### config.mk
export PLATFORM = sky130hd
export DESIGN_NAME = pls_reg_bank_slave
export DESIGN_NICKNAME = d
export VERILOG_FILES = /design/src/rtl/pls_reg_bank_slave.sv
export SDC_FILE = /design/constraint.sdc
export NUM_CORES = 2
export LEC_CHECK = 0
export CAP_MARGIN = 20
export CORE_MARGIN = 1.5
export CORE_UTILIZATION = 24
export DETAILED_ROUTE_END_ITERATION = 6
export PLACE_DENSITY = 0.48
export SETUP_SLACK_MARGIN = 0.4
export SLEW_MARGIN = 20
export SYNTH_ARGS = -nofsm -noshare
export SYNTH_HDL_FRONTEND = slang
export SYNTH_SLANG_ARGS = --single-unit
export TNS_END_PERCENT = 10
### constraint.sdc
create_clock -name aclk -period 2.7 [get_ports aclk]
set_clock_uncertainty 0.15 [all_clocks]
set_input_delay 0.81 -clock aclk [delete_from_list [all_inputs] [get_ports aclk]]
set_output_delay 0.81 -clock aclk [all_outputs]
set_load 0.05 [all_outputs]
### src/rtl/pls_reg_bank_slave.sv
// Responder end of the register-write bus: shadow bank filled by write beats, copied
// atomically into the active bank on commit; active bank read through a registered port.
module pls_reg_bank_slave #(
    parameter int unsigned DATA_SIZE   = 32,
    parameter int unsigned ADDR_W      = 8,
    parameter int unsigned DEPTH       = 38,
    parameter int unsigned HOLD_CYCLES = 1
) (
    input  logic                 aclk,
    input  logic                 aresetn,
    input  logic [ADDR_W-1:0]    s_waddr,
    input  logic [DATA_SIZE-1:0] s_wdata,
    input  logic                 s_awvalid,
    input  logic                 s_dwvalid,
    output logic                 s_wready,
    input  logic                 commit,
    input  logic [ADDR_W-1:0]    raddr,
    output logic [DATA_SIZE-1:0] rdata,
    output logic [ADDR_W-1:0]    wr_count,
    output logic                 commit_done,
    output logic                 addr_err
);

    localparam int unsigned IDX_W = (DEPTH > 1) ? $clog2(DEPTH) : 1;

    localparam logic [1:0] ST_INIT   = 2'd0;
    localparam logic [1:0] ST_READY  = 2'd1;
    localparam logic [1:0] ST_HOLD   = 2'd2;
    localparam logic [1:0] ST_COMMIT = 2'd3;

    localparam logic [ADDR_W:0] DEPTH_EXT = (ADDR_W + 1)'(DEPTH);
    localparam logic [3:0]      HOLD_LOAD = 4'(HOLD_CYCLES);

    logic [1:0]           state_q, state_d;
    logic [3:0]           hold_cnt_q, hold_cnt_d;
    logic                 pending_q, pending_d;
    logic [DATA_SIZE-1:0] shadow_q [DEPTH];
    logic [DATA_SIZE-1:0] shadow_d [DEPTH];
    logic [DATA_SIZE-1:0] active_q [DEPTH];
    logic [DATA_SIZE-1:0] active_d [DEPTH];
    logic [DATA_SIZE-1:0] rdata_q, rdata_d;
    logic [ADDR_W-1:0]    wr_count_q, wr_count_d;
    logic                 addr_err_q, addr_err_d;

    logic             accept;
    logic             waddr_ok;
    logic             raddr_ok;
    logic [IDX_W-1:0] widx;
    logic [IDX_W-1:0] ridx;

    assign s_wready    = (state_q == ST_READY);
    assign commit_done = (state_q == ST_COMMIT);
    assign rdata       = rdata_q;
    assign wr_count    = wr_count_q;
    assign addr_err    = addr_err_q;

    assign accept   = s_awvalid & s_dwvalid & s_wready;
    assign waddr_ok = ({1'b0, s_waddr} < DEPTH_EXT);
    assign raddr_ok = ({1'b0, raddr} < DEPTH_EXT);
    assign widx     = s_waddr[IDX_W-1:0];
    assign ridx     = raddr[IDX_W-1:0];

    always_comb begin
        state_d    = state_q;
        hold_cnt_d = hold_cnt_q;
        pending_d  = pending_q;
        case (state_q)
            ST_INIT: begin
                state_d = ST_READY;
                if (commit) pending_d = 1'b1;
            end
            ST_READY: begin
                if (accept) begin
                    // A commit racing a write is deferred so the write lands in the image.
                    if (commit) pending_d = 1'b1;
                    if (HOLD_CYCLES != 0) begin
                        state_d    = ST_HOLD;
                        hold_cnt_d = HOLD_LOAD;
                    end
                end else if (commit || pending_q) begin
                    state_d = ST_COMMIT;
                end
            end
            ST_HOLD: begin
                if (commit) pending_d = 1'b1;
                if (hold_cnt_q <= 4'd1) begin
                    hold_cnt_d = 4'd0;
                    state_d    = (pending_q || commit) ? ST_COMMIT : ST_READY;
                end else begin
                    hold_cnt_d = hold_cnt_q - 4'd1;
                end
            end
            ST_COMMIT: begin
                pending_d = commit;
                state_d   = ST_READY;
            end
            default: state_d = ST_INIT;
        endcase
    end

    always_comb begin
        shadow_d   = shadow_q;
        active_d   = active_q;
        wr_count_d = wr_count_q;
        addr_err_d = addr_err_q;
        if (accept) begin
            if (waddr_ok) begin
                shadow_d[widx] = s_wdata;
                if (wr_count_q != '1) wr_count_d = wr_count_q + ADDR_W'(1);
            end else begin
                addr_err_d = 1'b1;
            end
        end
        if (state_q == ST_COMMIT) begin
            active_d   = shadow_q;
            wr_count_d = '0;
        end
        rdata_d = raddr_ok ? active_q[ridx] : '0;
    end

    always_ff @(posedge aclk or negedge aresetn) begin
        if (!aresetn) begin
            state_q    <= ST_INIT;
            hold_cnt_q <= 4'd0;
            pending_q  <= 1'b0;
            rdata_q    <= '0;
            wr_count_q <= '0;
            addr_err_q <= 1'b0;
            for (int unsigned i = 0; i < DEPTH; i++) begin
                shadow_q[i] <= '0;
                active_q[i] <= '0;
            end
        end else begin
            state_q    <= state_d;
            hold_cnt_q <= hold_cnt_d;
            pending_q  <= pending_d;
            rdata_q    <= rdata_d;
            wr_count_q <= wr_count_d;
            addr_err_q <= addr_err_d;
            shadow_q   <= shadow_d;
            active_q   <= active_d;
        end
    end

endmodule

* Word level (Yosys, flattened, before mapping) *
Index checks and enable logic that the tools add are counted.
W data, S select, Z words.

word-level totals
  memory bits (writable) = 0
  output and inout bits = 43
  memory bits (read-only) = 0
  latch bits = 0
  bits of input ports = 53
  flip-flop bits (word level) = 2480
  memories = 0
  logic and storage cells = 138

operators by class
  bitwise logic cells = 5
  shift-type cells = 0
  $lt $le $gt $ge = 6
  eq/ne operators = 7
  divide/modulo/power cells = 0
  muxes and demuxes = 22
  add/sub/neg operators = 2
  $mul = 0
  reductions and logical operators = 14

operators with widths
  kind                   number
  $bwmux W1216           1
  $bmux W32 S6           1
  $demux W32 S6          1
  $mux W32               4
  $mux W8                4
  $lt A8 B6 Y1 const B   2
  $ge A7 B7 Y1 const B   2
  $not A6 Y7             2
  $add A8 B1 Y8 const B  1
  $mux W2                4
  $mux W4                2
  $ne A8 B8 Y1 const B   1
  $pmux W4 S2            1
  $reduce_and A2 Y1      4
  $reduce_bool A2 Y1     4
  $lt A7 B1 Y1 const B   1
  $pmux W2 S3            1
  $eq A2 B2 Y1 const B   2
  $le A4 B1 Y1 const B   1
  $reduce_or A2 Y1       2
  $sub A4 B1 Y4 const B  1
  $ne A3 B1 Y1 const B   1
  $pmux W1 S3            1
  $reduce_and A3 Y1      1
  9 further kinds        11

* Depth between registers and ports, before layout *
  word-level depth = 6
  mapped depth = 10
  depth with buffers taken out = 7

* Worst setup path before layout *
OpenSTA, ideal clock, no wires.

  kind = input port to flip-flop
  start point = input raddr[0]
  end point = register rdata_q[21], in the netlist rdata[21]
  library setup time = 0.129 ns
  data arrival time = 2.823 ns
  path buffers = 3
  data required time = 2.421 ns
  path slack = -0.402 ns
  stages = 7
  cells stage by stage = buf_2 buf_2 buf_1 mux4_2 mux4_2 nand2_1 nand3_1

between the ends
  longest elaborated chain between the ends = 5
  elaborated cells between the ends (all ways) = 6
  those cells by class = 1 x order compare; 4 x mux; 1 x bitwise

ends and longest elaborated chain
  what                                         RTL line  source
  start, declared                              17        input logic [ADDR_W-1:0] raddr,
  $not A6 Y7 (not written as such)             118       rdata_d = raddr_ok ? active_q[ridx] : '0;
  $bmux W32 S6                                 118
  $mux W32 (not written as such) (2 in a row)  118
  $mux W32 *                                   118
  net rdata_d[21]                              41        logic [DATA_SIZE-1:0] rdata_q, rdata_d;
  end signal, assigned                         137       rdata_q <= rdata_d;
  end, declared                                41

The timed path passes the listed nets; every way through them passes the cells marked *. The select of a mux whose other input is x is not followed.
A chain may end at the register's enable or synchronous reset.

* Final worst setup path *
  start point = input s_awvalid
  end point = register shadow_q[591] (netlist name)

between the ends
  longest elaborated chain between the ends = 3

ends and longest elaborated chain
  what                                RTL line  source
  start, declared                     13        input logic s_awvalid,
  $and A1 B1 Y1 (2 in a row)          57        assign accept = s_awvalid & s_dwvalid & s_wready;
  $reduce_and A2 Y1 (no source line)  --
  end signal, assigned                140       shadow_q <= shadow_d;
  end, declared                       37        logic [DATA_SIZE-1:0] shadow_q [DEPTH];

No other way between the ends.

==> reports/qor.yml <==
status: "finished with violations"
violations: "negative setup slack"
gp_congestion: 0.7990
synth-seq-cells: 2480
fin_crit_ps: 2711
drtIter0Drc: 4851
regArea_um2: 62060
synth_edf_count: 0
cts.clk_slew.worst_paths_ps: 60
grt_pass1_vias: 70140
fin_hold_ws_ps: 263.1
fin_crit_sh_pct: 100.4
drive_gt1_share_pct: 28.34
drc: 0
fp.coreArea_um2: 421400
antenna_found_initial: 31
synthDistinctLibCells: 59
crit_type: "primary input to flip-flop"
fp.dieW_um: 654.3
grt_overflow: 0
syn_avg_cell_area_um2: 11.51
clockBufferDepth: 4
place_ws_ps: -956.6
cp.arrival_ps: 3360
initial_core_util_pct: 24.16
routed_wl_um: 323500
synth_cells: 8843
dpl.hpwl_um: 202500
first_pass_iters: 7
rsz0062_at_grt: "yes"
max_freq_mhz: 368.9
powerDensity_nw_per_um2: 736.6
antenna_left: 0
grt_pass1_wl_um: 480800
worstHoldPathType: "flip-flop to flip-flop"
grt_max_degree: 145
vias_per_cell: 4.444
synth_top_flop_cell: "dfrtp_1"
io_pins: 96
slew_headroom_pct: 46.90
p_leak_nw: 64.83
cts_made_buffers: 285
routedWlPerCell_um: 21.49
htree_levels: 5
die_area_um2: 428100
multi_input_area_um2: 38080
io_buffers: 95
max_cap_violations: 0
nets: 9237
syn_to_final_growth_pct: 23.55
final_max_slew_viol_count: 0
insertion_delay_ps: 930
syn_area_um2: 101800
tightest_slew_ps: 796.5
async_reset_ff_share_pct: 100.0
vias: 66900
grt_usage_pct: 14.93
n_fill_cell: 42700
cts_tree: "built"
start_kind: "primary input"
synth_fp_nets: 8899
die_y_um: 654.3
ir_worst_vdd_mv: 0.6597
critPathMaxFanout: 22
cts-root-buf: "clkbuf_16"
setup_ws_ps: -10.93
critical_path_required_ps: 3350
row_count: 238
ys_seq_area_share_pct: 60.96
setup_viol: 5
clock-sinks: 2480
hold_viol_final: 0
ys_warn_count: 0
r2r_slack_ps: 20
end_kind: "flip-flop"
state kept, by name (all words and copies together), names as in the netlist:
| signal | cells |
|---|---|
| shadow_q | 1216 |
| wr_count | 8 |
| pending_q | 1 |
| active_q | 1216 |
| state_q | 2 |
| hold_cnt_q | 4 |
| rdata | 32 |
| addr_err | 1 |
worst max-delay path, cell delays in order:
cell and delay [ps]:
clkdlybuf4s50_1 500, nand4b_1 180, or4_4 580, nor3b_4 290
buf_4 160, buf_6 100, nand2_4 60, buf_12 160
mux2_4 370
worst paths after layout:
| check | start | endpoint | depth (start not counted) |
|---|---|---|---|
| max | s_awvalid | shadow_q[591] | 9 |
| min | shadow_q[769] | active_q[769] | 2 |
| max reg2reg | state_q[1] | shadow_q[591] | 8 |
| min reg2reg | shadow_q[769] | active_q[769] | 2 |
| max in group asynchronous | aresetn | shadow_q[1060] | 3 |
| min in group asynchronous | aresetn | wr_count[7] | 2 |
cell usage in the layout (no fill, tap or decap), types with 39 or more instances in the layout:
cell and n:
a22oi_1 41, buf_12 229, buf_4 352, clkbuf_1 62, clkbuf_16 304, clkbuf_8 67
clkdlybuf4s50_1 46, dfrtp_1 2476, mux2_2 1140, mux2_4 81, mux2i_1 52, mux4_2 278
nand2_1 3748, nor2_1 39, o21ai_0 46
synth_stat cells, types with 2 or more instances:
cell | instances | area [um2]
a211oi_1 | 2 | 15.01
or3_1 | 2 | 12.51
a311oi_1 | 2 | 17.52
o21bai_1 | 2 | 15.01
and2_1 | 7 | 43.79
and3b_1 | 2 | 17.52
clkbuf_1 | 478 | 1794
a221oi_1 | 8 | 70.07
nand3_1 | 28 | 140.1
or4_1 | 2 | 15.01
nand2b_1 | 5 | 31.28
o31ai_1 | 3 | 22.52
ha_1 | 3 | 37.54
nor4_1 | 2 | 12.51
o21ai_0 | 46 | 230.2
a21boi_0 | 20 | 150.1
o22ai_1 | 2 | 12.51
nor3_1 | 4 | 20.02
inv_1 | 7 | 26.28
and3_1 | 2 | 12.51
mux2_2 | 1221 | 13750
nor2_1 | 46 | 172.7
nor3b_2 | 2 | 25.02
a31oi_1 | 29 | 181.4
o211ai_1 | 4 | 30.03
xor2_1 | 2 | 17.52
o311a_1 | 20 | 200.2
a22oi_1 | 43 | 322.8
mux2i_1 | 54 | 540.5
nor2b_1 | 6 | 37.54
mux4_2 | 278 | 6261
buf_1 | 135 | 506.7
nor3b_1 | 3 | 22.52
nand2_1 | 3781 | 14190
a21oi_1 | 25 | 125.1
a22o_1 | 9 | 78.83
a221o_1 | 20 | 200.2
buf_2 | 25 | 125.1
dfrtp_1 | 2480 | 62060
a21o_1 | 3 | 22.52
and4_1 | 4 | 35.03
nand4_1 | 9 | 56.30
final cells by class:
class	instances	share of cell area [%]
diodes	16	0.03183
clock buffers	422	6.756
clock inverters	82	0.9161
inverters	9	0.04178
multi-input cells	5715	30.27
flip-flops and latches	2480	49.34
well taps	5640	5.610
repair buffers	689	7.021
repair inverters	1	0.006963
cell families (layout without fill, tap and decap cells):
| group | after synthesis | count (layout) | share of synthesized area [%] |
|---|---|---|---|
| AOI/OAI and AO/OA | 246 | 246 | 1.739 |
| xor gates and xnor gates | 3 | 3 | 0.02581 |
| adders and majority gates | 3 | 3 | 0.03687 |
| buffers and inverters | 648 | 1203 | 2.424 |
| DFF | 2480 | 2480 | 60.96 |
| muxes | 1554 | 1554 | 20.20 |
| other | 0 | 16 | 0 |
| and+or+nand+nor | 3909 | 3909 | 14.62 |
timing repair:
| item | 4_1_cts | 5_1_grt |
|---|---|---|
| setup buffers | 19 | 4 |
| cloned | 7 | 9 |
| gates resized for setup | 171 | 83 |
| hold endpoints to repair | 20 | 0 |
| pin swaps | 7 | 6 |
| endpoints found under the setup margin | 1294 | 1802 |
| hold buffers | 1 | 0 |
metrics by stage:
step           util, %  instance area (um2)  total power, mW  cells  TNS [ps]
2_1_floorplan        -               102400            46.84   8843    -68420
3_3_place_gp     27.22               114700            52.96  14490  -1019990
3_5_place_dp     27.22               114700            53.14  14490   -967450
4_1_cts          29.69               125100            93.82  15030    -996.6
5_1_grt          29.85               125800            96.31  15050    -179.5
6_report         29.85               125800            92.65  15050    -31.16
routing by layer:
metal	share of wire (%)	wire, um	global-route usage (%)	up-vias
li1	-	-	-	29850
met1	45	144900	20.14	35190
met2	48	153700	24.84	1398
met3	4.1	13330	1.834	461
met4	3.6	11590	4.869	2
met5	0.0037	12	0	-
where the power goes:
part / switching, mW / internal [mW]
Clock: 16.0 / 23.9
Sequential: 0.623 / 38.3
Combinational: 10.6 / 3.14
Total: 27.2 / 65.4
No activity file was read; power rests on OpenSTA's default activity.
